File: config.mk
export PLATFORM = sky130hd
export DESIGN_NAME = mips_run_monitor_flat
export DESIGN_NICKNAME = d
export VERILOG_FILES = /design/src/rtl/mips_run_monitor_if.sv /design/src/rtl/mips_run_monitor.sv /design/src/flat_wrapper.sv
export SDC_FILE = /design/constraint.sdc
export NUM_CORES = 1
export LEC_CHECK = 0
export BUFFER_PORTS_ARGS = -buffer_cell sky130_fd_sc_hd__buf_2
export CAP_MARGIN = 0
export CORE_AREA = 2 2 85 87
export CTS_BUF_LIST = sky130_fd_sc_hd__clkbuf_16
export CTS_CLUSTER_DIAMETER = 120
export CTS_CLUSTER_SIZE = 28
export DETAILED_ROUTE_END_ITERATION = 8
export DIE_AREA = 0 0 87 89
export GPL_ROUTABILITY_DRIVEN = 1
export GPL_TIMING_DRIVEN = 0
export PLACE_DENSITY_LB_ADDON = 0.05
export SYNTH_ARGS = -nofsm -noshare
export SYNTH_HDL_FRONTEND = slang
export SYNTH_SLANG_ARGS = --single-unit
File: constraint.sdc
create_clock -name clk -period 2.5 [get_ports clk]
set_input_delay 0.25 -clock clk [delete_from_list [all_inputs] [get_ports clk]]
set_output_delay 0.25 -clock clk [all_outputs]
set_load 0.02 [all_outputs]
File: src/rtl/mips_run_monitor_if.sv
// Run-monitor bus: core-side observation inputs plus monitor status/counters.
// master = bench or self-test wrapper, slave = mips_run_monitor.
interface mips_run_monitor_if #(
  parameter int DATA_W = 32,
  parameter int CNT_W  = 16
);
  logic              start;
  logic              instr_valid;
  logic [DATA_W-1:0] instr;
  logic [DATA_W-1:0] alu_result;
  logic              running;
  logic              done;
  logic              timeout;
  logic [CNT_W-1:0]  cycle_count;
  logic [CNT_W-1:0]  instr_count;
  logic [7:0]        nop_run;
  logic [DATA_W-1:0] signature;

  modport master (
    output start, instr_valid, instr, alu_result,
    input  running, done, timeout, cycle_count, instr_count, nop_run, signature
  );

  modport slave (
    input  start, instr_valid, instr, alu_result,
    output running, done, timeout, cycle_count, instr_count, nop_run, signature
  );
endinterface

File: src/rtl/mips_run_monitor.sv
// Run-control / termination monitor: end-of-program on a run of NOPs plus drain,
// watchdog on RUN cycles. Optional result signature via MIPS_RUN_MON_SIGNATURE_EN.
//
// state   | meaning
// IDLE    | waiting for start
// RUN     | counting cycles, instructions and consecutive NOPs; watchdog armed
// DRAIN   | NOP limit reached, waiting DRAIN_CYCLES before done
// DONE    | program terminated normally, counters frozen
// TIMEOUT | watchdog expired, counters frozen
module mips_run_monitor #(
  parameter int                DATA_W       = 32,
  parameter int                CNT_W        = 16,
  parameter int                NOP_LIMIT    = 4,
  parameter int                DRAIN_CYCLES = 1,
  parameter int                MAX_CYCLES   = 1024,
  parameter logic [DATA_W-1:0] NOP_WORD     = '0
) (
  input  logic             clk,
  input  logic             reset,
  mips_run_monitor_if.slave bus
);
  typedef enum logic [2:0] {IDLE, RUN, DRAIN, DONE, TIMEOUT} state_t;

  state_t           state, state_nxt;
  logic [CNT_W-1:0] cyc_q, cyc_nxt;
  logic [CNT_W-1:0] ic_q, ic_nxt;
  logic [7:0]       nop_q, nop_nxt;
  logic [7:0]       drain_q, drain_nxt;
  logic             running_q, done_q, timeout_q;
  logic             is_nop;
  logic             restart;

  assign is_nop  = (bus.instr == NOP_WORD);
  assign restart = bus.start && (state == IDLE || state == DONE || state == TIMEOUT);

  always_ff @(posedge clk) begin
    if (reset) begin
      state     <= IDLE;
      cyc_q     <= '0;
      ic_q      <= '0;
      nop_q     <= '0;
      drain_q   <= '0;
      running_q <= 1'b0;
      done_q    <= 1'b0;
      timeout_q <= 1'b0;
    end else begin
      state     <= state_nxt;
      cyc_q     <= cyc_nxt;
      ic_q      <= ic_nxt;
      nop_q     <= nop_nxt;
      drain_q   <= drain_nxt;
      running_q <= (state_nxt == RUN) || (state_nxt == DRAIN);
      done_q    <= (state_nxt == DONE);
      timeout_q <= (state_nxt == TIMEOUT);
    end
  end

  always_comb begin
    state_nxt = state;
    cyc_nxt   = cyc_q;
    ic_nxt    = ic_q;
    nop_nxt   = nop_q;
    drain_nxt = drain_q;
    case (state)
      IDLE, DONE, TIMEOUT: begin
        if (bus.start) begin
          state_nxt = RUN;
          cyc_nxt   = '0;
          ic_nxt    = '0;
          nop_nxt   = '0;
        end
      end
      RUN: begin
        cyc_nxt = (cyc_q == '1) ? cyc_q : cyc_q + CNT_W'(1);
        if (bus.instr_valid) begin
          if (is_nop) begin
            nop_nxt = nop_q + 8'd1;
          end else begin
            nop_nxt = '0;
            ic_nxt  = (ic_q == '1) ? ic_q : ic_q + CNT_W'(1);
          end
        end
        // NOP limit takes priority over a watchdog expiring on the same edge
        if (nop_nxt == 8'(NOP_LIMIT)) begin
          drain_nxt = 8'(DRAIN_CYCLES);
          state_nxt = (DRAIN_CYCLES == 0) ? DONE : DRAIN;
        end else if (cyc_q == CNT_W'(MAX_CYCLES - 1)) begin
          state_nxt = TIMEOUT;
        end
      end
      DRAIN: begin
        cyc_nxt   = (cyc_q == '1) ? cyc_q : cyc_q + CNT_W'(1);
        drain_nxt = drain_q - 8'd1;
        if (drain_q <= 8'd1) state_nxt = DONE;
      end
      default: state_nxt = IDLE;
    endcase
  end

`ifdef MIPS_RUN_MON_SIGNATURE_EN
  logic [DATA_W-1:0] sig_q, sig_nxt;

  always_comb begin
    sig_nxt = sig_q;
    if (restart)
      sig_nxt = '0;
    else if (state == RUN && bus.instr_valid && !is_nop)
      sig_nxt = {sig_q[DATA_W-2:0], sig_q[DATA_W-1]} ^ bus.alu_result;
  end

  always_ff @(posedge clk) begin
    if (reset) sig_q <= '0;
    else       sig_q <= sig_nxt;
  end

  assign bus.signature = sig_q;
`else
  logic unused_alu;
  assign unused_alu    = ^{bus.alu_result, restart};
  assign bus.signature = '0;
`endif

  assign bus.running     = running_q;
  assign bus.done        = done_q;
  assign bus.timeout     = timeout_q;
  assign bus.cycle_count = cyc_q;
  assign bus.instr_count = ic_q;
  assign bus.nop_run     = nop_q;
endmodule

File: src/flat_wrapper.sv
// flat-port wrapper written by rule: the top's interface ports become plain ports
module mips_run_monitor_flat 
#(
  parameter int                DATA_W       = 32,
  parameter int                CNT_W        = 16,
  parameter int                NOP_LIMIT    = 4,
  parameter int                DRAIN_CYCLES = 1,
  parameter int                MAX_CYCLES   = 1024,
  parameter logic [DATA_W-1:0] NOP_WORD     = '0
)
  (clk, reset, bus_start, bus_instr_valid, bus_instr, bus_alu_result, bus_running, bus_done, bus_timeout, bus_cycle_count, bus_instr_count, bus_nop_run, bus_signature);
  mips_run_monitor_if #(.DATA_W(DATA_W), .CNT_W(CNT_W)) bus_i ();
  input  logic clk;
  input  logic reset;
  input wire logic [$bits(bus_i.start)-1:0] bus_start;
  input wire logic [$bits(bus_i.instr_valid)-1:0] bus_instr_valid;
  input wire logic [$bits(bus_i.instr)-1:0] bus_instr;
  input wire logic [$bits(bus_i.alu_result)-1:0] bus_alu_result;
  output wire logic [$bits(bus_i.running)-1:0] bus_running;
  output wire logic [$bits(bus_i.done)-1:0] bus_done;
  output wire logic [$bits(bus_i.timeout)-1:0] bus_timeout;
  output wire logic [$bits(bus_i.cycle_count)-1:0] bus_cycle_count;
  output wire logic [$bits(bus_i.instr_count)-1:0] bus_instr_count;
  output wire logic [$bits(bus_i.nop_run)-1:0] bus_nop_run;
  output wire logic [$bits(bus_i.signature)-1:0] bus_signature;
  assign bus_i.start = bus_start;
  assign bus_i.instr_valid = bus_instr_valid;
  assign bus_i.instr = bus_instr;
  assign bus_i.alu_result = bus_alu_result;
  assign bus_running = bus_i.running;
  assign bus_done = bus_i.done;
  assign bus_timeout = bus_i.timeout;
  assign bus_cycle_count = bus_i.cycle_count;
  assign bus_instr_count = bus_i.instr_count;
  assign bus_nop_run = bus_i.nop_run;
  assign bus_signature = bus_i.signature;
  mips_run_monitor #(.DATA_W(DATA_W), .CNT_W(CNT_W), .NOP_LIMIT(NOP_LIMIT), .DRAIN_CYCLES(DRAIN_CYCLES), .MAX_CYCLES(MAX_CYCLES), .NOP_WORD(NOP_WORD)) u_core (.clk(clk), .reset(reset), .bus(bus_i));
endmodule
==> metrics, run 1 <==
outcome=finished clean; Hold Path Origin=bus_start; die area=7740 um2; critical path's slowest cell=dfxtp_1; CP peak stage delay=390 ps; Critical R2R Capture=u_core.bus.instr_count[0]; CTS Hold Bufs=0; setup violators final=0; DRC=0; Crit Path Max Fanout=10; # Post-CTS Setup Buffers=0; async set-reset flop share out of synthesis=0%; max cap viols=0; overall power=1.81 mW; placed cell areas=3780 um2; DRT antenna net count=0; Initial Util=47.3%; clock latency on the worst-skew pair=290 ps; most frequent cells in the layout=79 x buf_2, 54 x dfxtp_1, 44 x nor2_1, 37 x buf_4; r2r setup slk=400 ps; Comb pwr share=14.1%; Reg power frac=48.2%; maximum VDD drop=0.343 mV; initial antenna violation count=0; Ant. Diodes=0; Final min period=2100 ps; CTS sink cnt=54; DR iter-0 viols=144; WL per Instance=13.2 um; hold path depth=4; Worst Skew=2.93 ps; routability cong.=0.830; f_max=0.476 GHz; worst path required time=2660 ps; Period Utilization, post-route=84.0%; Slew headroom=59.9%; total wire length=7860 um; final hold viol count=0; worst reg2reg startpoint=u_core.bus.instr_count[0]; RSZ-0062 raised after global routing=no; DRT Pass-1 Iters=4; Setup CP Type=flip-flop to flip-flop; PD cells=461 nW/um2; Clock transition at path regs=70 ps; Hold Path End=u_core.state[2]; worst-margin pin slew=602 ps; share of cells above drive strength 1=27.0%; Sum Neg Setup Slack=0 ps; IO Port Bufs=77; Clk network pwr share=37.7%; Nets=587; yosys warns=0; Die Width=87 um; reg2reg path depth=9; net switching power=0.474 mW; vias per std cell=5.31; cell internal pwr=1.33 mW; Top Ports=143; Max clock buf depth=2; detailed-route via count=3160; CTS H-tree lvls=2; path type of the worst min-delay path=primary input to flip-flop; unique cell type count in the Yosys netlist=59; Final Max Tran Viols=0; commonest non-fill, non-tap cell in the layout=buf_2; Row Count=30; Critical Path End Type=flip-flop; Post-DP HPWL=5950 um; first-pass GRT wire length=13000 um; CTS tree=yes; Chip Height=89 um; Sw Ratio=26.2%; Critical Path Source Type=flip-flop; Post-synth EDFFs=0; vias in the first global route=2899; CP cell instances=ha_1 > nand2_1 > or3_1 > o22ai_1 > o21a_2 > buf_4 > buf_6 > mux2i_1 > nor2_1; TritonCTS buffer count=5; core box area=6720 um2; Overflow after GRT=0; Root Buffer=clkbuf_16; Mean Syn Cell Area=7.96 um2; area of the mapped netlist=3180 um2; post_cts resized=0; ys flop type=dfxtp_1; fin area=3920 um2; Static Leak=1.69 nW; #FFs+latches synth=54; largest net degree at the start of global routing=17; sequential element share of the synthesized area=34.0%; arrival time worst endpoint=2260 ps; area grow syn2layout=23.4%; cells after synthesis=399; GRT Total Usage=20.6%
## routing by layer
metal / share of wire, % / vias to the layer above / global-route usage [%] / wire length, um
li1: - / 1628 / - / -
met1: 46 / 1458 / 26.1 / 3610
met2: 49 / 67 / 36.1 / 3840
met3: 4.6 / 7 / 3.69 / 361
met4: 0.61 / 0 / 5.40 / 48
met5: 0 / - / 0 / 0
## state kept, by name, summed over array words and instances (netlist names)
register and cells:
u_core.bus.cycle_count 16, u_core.bus.done 1, u_core.bus.instr_count 16, u_core.bus.nop_run 8, u_core.bus.running 1, u_core.bus.timeout 1, u_core.drain_q 8, u_core.state 3
## worst max-delay path: cells and delay by family, from the launching register on
kind	cells	cell delay, ps
buffers and inverters	2	330
multiplexers	1	190
AND/OR/NAND/NOR	3	540
AO/OA/AOI/OAI	2	310
adder cells (fa/ha/maj)	1	220
flip-flops	1	390
## layout make-up
type,count,area [um2]
multi-input cells,321,1850
clock inverters,3,17.5
inverters,7,26.3
clock buffers,5,125
well taps,80,100
flip-flops and latches,54,1080
fillers,663,2800
plain buffers,48,337
repair buffers,77,385
## Yosys cell counts, types with 7 or more instances
master     n  share of area (%)
a21oi_1   35                5.5
a31oi_1    9                1.8
buf_4     37                8.7
clkbuf_1   7               0.83
dfxtp_1   54                 34
inv_1      7               0.83
nand2_1   35                4.1
nand3_1   15                2.4
nand4_1   10                2.0
nor2_1    44                5.2
nor3_1    11                1.7
nor4_1     9                1.8
o21ai_0   20                3.2
or3_1     14                2.8
## power by group through the flow
stage | Combinational [mW] | Clock, mW | Sequential, mW
floorplan | 0.183 | 0 | 0.895
detailed placement | 0.252 | 0 | 0.891
finish | 0.255 | 0.681 | 0.871
global placement | 0.249 | 0 | 0.891
CTS | 0.254 | 0.694 | 0.871
global route | 0.279 | 0.725 | 0.871
## metrics by stage
step           utilization [%]  hold WS [ps]  worst slack (ps)  cells
2_1_floorplan                -           451               479    430
3_3_place_gp              56.2           464               357    587
3_5_place_dp              56.2           475               389    587
4_1_cts                   58.3           374               379    595
5_1_grt                   58.3           425               225    595
6_report                  58.3           383               400    595
## worst max-delay path by stage
stage,startpoint,end,slack (ps),cells past startpoint
2_1_floorplan,u_core.bus.instr_count[0],u_core.bus.instr_count[0],480,9
3_3_place_gp,bus_instr_valid,u_core.drain_q[3],360,8
3_5_place_dp,bus_instr_valid,u_core.drain_q[3],390,8
4_1_cts,u_core.bus.instr_count[0],u_core.bus.instr_count[0],380,9
5_1_grt,u_core.bus.nop_run[0],u_core.drain_q[5],230,6
6_report,u_core.bus.instr_count[0],u_core.bus.instr_count[0],400,9
## logic make-up (layout without fill, tap and decap cells)
kind of cell,count (synthesis),after routing,synth area share (%)
compound gates,105,105,21.9
buf+inv,55,140,11.4
mux,2,2,0.630
fa+ha+maj,5,5,1.97
other cells,1,32,0.118
xor+xnor,11,11,3.03
flops,54,54,34.0
simple gates,166,166,26.8
(Power assumes the default switching activity.)
==> run 2, diff against run 1 <==
Clock period 2.5 ns to 2.2 ns, I/O delays scaled along.
==> metrics, run 2 (synthesized netlist as in run 1, its figures left out) <==
outcome=finished clean; f_max=0.486 GHz; GRT Total Usage=20.6%; setup violators final=0; DRT antenna net count=0; M2 GR Usage=36.1%; Static Leak=1.70 nW; overall power=2.06 mW; TritonCTS buffer count=5; Core Util, Final=58.8%; Critical Path Source Type=flip-flop; commonest non-fill, non-tap cell in the layout=buf_2; Sum Neg Setup Slack=0 ps; Top Ports=143; most frequent cells in the layout=79 x buf_2, 52 x dfxtp_1, 44 x nor2_1, 38 x buf_4; arrival time worst endpoint=2210 ps; routability cong.=0.830; Clock transition at path regs=70 ps; WL per Instance=13.3 um; initial antenna violation count=0; CTS tree=yes; IO Port Bufs=77; Nets=588; Top Usage Layer GRT=met2; Final WS setup=143 ps; DRT Pass-1 Iters=4; Overflow after GRT=0; Setup CP Type=flip-flop to flip-flop; vias in the first global route=2899; vias per std cell=5.35; Worst Skew=3.63 ps; Finished Layout Cells=596; worst path required time=2360 ps; clock latency on the worst-skew pair=290 ps; Row Count=30; path type of the worst min-delay path=primary input to flip-flop; worst-margin pin slew=603 ps; Slew headroom=59.8%; Critical Path End Type=flip-flop; PD cells=521 nW/um2; DR iter-0 viols=122; Die Width=87 um; max cap viols=0; first-pass GRT wire length=13000 um; Initial Util=47.3%; RSZ-0062 raised after global routing=no; DRC=0; Ant. Diodes=0; share of cells above drive strength 1=28.3%; number of placed instances with taps included=587; die area=7740 um2; Post-DP HPWL=5950 um; Final Max Tran Viols=0; pre-CTS setup slack=91.4 ps; area grow syn2layout=24.3%; Max clock buf depth=2; total wire length=7940 um; met3 Usage GRT=3.69%; Final min period=2060 ps; Crit Path Max Fanout=10; CTS Hold Bufs=0; CTS sink cnt=54; final hold viol count=0; core box area=6720 um2; Root Buffer=clkbuf_16; Chip Height=89 um; detailed-route via count=3186; met1 Usage GRT=26.1%; largest net degree at the start of global routing=17; CTS H-tree lvls=2; Period Utilization, post-route=93.5%; maximum VDD drop=0.386 mV
==> run 2: cell type report <==
cell class	instances	area, um2
clock buffer	5	125
clock inverter	3	17.5
timing repair buffer	78	393
tap	80	100
sequential	54	1080
inverter	7	26.3
fill	664	2770
buffer	48	338
multi-input combinational	321	1870
==> run 2: what timing repair did <==
item,CTS,global route
setup buffers,0,1
resized for setup,0,8
endpoints found under the setup margin,0,13
==> run 2: per-stage QoR <==
step	cell area, um2	hold slack (ps)
3_5_place_dp	3780	475
5_1_grt	3950	393
4_1_cts	3920	344
6_report	3950	353
3_3_place_gp	3780	464
2_1_floorplan	3290	436
==> run 2: critical path, stage by stage, from the launching register on <==
cell and delay [ps]:
dfxtp_2 360, ha_2 210, nand2_1 80, or3_1 390, o22ai_1 130, o21a_2 190, buf_4 180, buf_6 150
mux2i_1 190, nor2_1 50
==> run 2: metal layers <==
layer  part of all wire (%)  vias to the layer above
li1                       -                     1626
met5                      0                        -
met1                     47                     1490
met4                   0.52                        0
met3                    3.7                        6
met2                     49                       64
==> run 2: where the power goes <==
group / leakage (nW) / internal [mW] / switching, mW
clock network: 0.0750 / 0.418 / 0.352
logic: 1.19 / 0.117 / 0.179
registers: 0.437 / 0.983 / 0.00738
==> run 2: path summary, 6_finish.rpt <==
| check | start | endpoint | slack, ps | cells after the start |
|---|---|---|---|---|
| setup / recovery | u_core.bus.instr_count[0] | u_core.bus.instr_count[0] | 140 | 9 |
| hold / removal | bus_start | u_core.state[2] | 350 | 4 |
| setup reg to reg | u_core.bus.instr_count[0] | u_core.bus.instr_count[0] | 140 | 9 |
| hold reg to reg | u_core.bus.instr_count[1] | u_core.bus.instr_count[1] | 470 | 2 |
==> run 3, diff against run 2 <==
Settings changed: MAX_ROUTING_LAYER set to met4.
==> metrics, run 3 (synthesized netlist as in run 1, its figures left out) <==
outcome=finished clean; GRT Total Usage=21.2%; Ant. Diodes=0; commonest non-fill, non-tap cell in the layout=buf_2; detailed-route via count=3174; setup violators final=0; clock latency on the worst-skew pair=290 ps; total wire length=7930 um; Hold Path End=u_core.state[2]; Critical Path Source Type=flip-flop; max cap viols=0; share of cells above drive strength 1=28.3%; CTS tree=yes; initial antenna violation count=0; final hold viol count=0; routability cong.=0.843; DRT antenna net count=0; Period Utilization, post-route=93.5%; Nets=588; IO Port Bufs=77; worst reg2reg startpoint=u_core.bus.instr_count[0]; Critical R2R Capture=u_core.bus.instr_count[0]; Die Width=87 um; Hold Path Origin=bus_start; Post-DP HPWL=5950 um; Static Leak=1.70 nW; Final min period=2060 ps; Chip Height=89 um; Overflow after GRT=0; hold_ws=353 ps; Setup CP Type=flip-flop to flip-flop; largest net degree at the start of global routing=17; Final WS setup=144 ps; area grow syn2layout=24.3%; reg2reg path depth=9; Root Buffer=clkbuf_16; f_max=0.486 GHz; PD cells=521 nW/um2; vias in the first global route=2896; RSZ-0062 raised after global routing=no; pre-CTS setup slack=91.4 ps; CTS H-tree lvls=2; path type of the worst min-delay path=primary input to flip-flop; vias per std cell=5.33; Final Max Tran Viols=0; CTS sink cnt=54; worst-margin pin slew=601 ps; WL per Instance=13.3 um; arrival time worst endpoint=2210 ps; hold path depth=4; Critical Path End Type=flip-flop; worst path required time=2360 ps; DR iter-0 viols=111; Sum Neg Setup Slack=0 ps; DRC=0; CTS Hold Bufs=0; core box area=6720 um2; Crit Path Max Fanout=10; maximum VDD drop=0.386 mV; first-pass GRT wire length=13000 um; die area=7740 um2; most frequent cells in the layout=79 x buf_2, 52 x dfxtp_1, 44 x nor2_1, 38 x buf_4; overall power=2.06 mW; Slew headroom=59.9%; DRT Pass-1 Iters=4; Max clock buf depth=2; Clock transition at path regs=70 ps; r2r setup slk=140 ps; Top Ports=143; Worst Skew=3.80 ps; TritonCTS buffer count=5; Initial Util=47.3%; Row Count=30
[run 3: cell counts in the layout (fill, tap and decap cells not counted)]
Identical to the previous run, type by type.
[run 3: per-stage QoR]
stage	util [%]	std cells	area [um2]
after detailed placement	56.2	587	3780
final	58.8	596	3950
after global routing	58.8	596	3950
after floorplan	-	430	3290
after CTS	58.3	595	3920
after global placement	56.2	587	3780
[run 3: layout make-up]
class,count,area (um2)
Sequential cell,54,1080
Inverter,7,26.3
Tap cell,80,100
Clock buffer,5,125
Clock inverter,3,17.5
Buffer,48,338
Timing Repair Buffer,78,393
Multi-Input combinational cell,321,1870
Fill cell,664,2770
[run 3: per-layer routing]
metal	up-vias	global-route usage [%]	share of wire (%)
li1	1627	-	-
met1	1483	26.3	47
met2	58	35.9	49
met3	6	3.51	3.4
met4	0	5.40	0.52
met5	-	-	0
[run 3: worst max-delay path, cell delays in order, from the launching register on]
cell and delay [ps]:
dfxtp_2 360, ha_2 210, nand2_1 80, or3_1 390, o22ai_1 130, o21a_2 190
buf_4 180, buf_6 150, mux2i_1 190, nor2_1 50
[run 3: repair_timing]
item                       4_1_cts  5_1_grt
buffers inserted                 0        1
setup endpoints to repair        0       13
gates resized for setup          0        8
[run 3: worst max-delay path by stage]
| stage | startpoint | endpoint | slack, ps | cells past startpoint |
|---|---|---|---|---|
| floorplan | u_core.bus.instr_count[0] | u_core.bus.instr_count[0] | 180 | 9 |
| global placement | bus_instr_valid | u_core.drain_q[3] | 90 | 8 |
| detailed placement | u_core.bus.instr_count[0] | u_core.bus.instr_count[0] | 90 | 9 |
| CTS | u_core.bus.instr_count[0] | u_core.bus.instr_count[0] | 80 | 9 |
| global route | u_core.bus.nop_run[0] | u_core.drain_q[5] | 10 | 7 |
| finish | u_core.bus.instr_count[0] | u_core.bus.instr_count[0] | 140 | 9 |
[run 3: report_power, final]
part / internal, mW / leakage, nW / total, mW / switching (mW)
clock network: 0.418 / 0.0750 / 0.771 / 0.352
registers: 0.983 / 0.437 / 0.991 / 0.00740
logic: 0.117 / 1.19 / 0.295 / 0.179
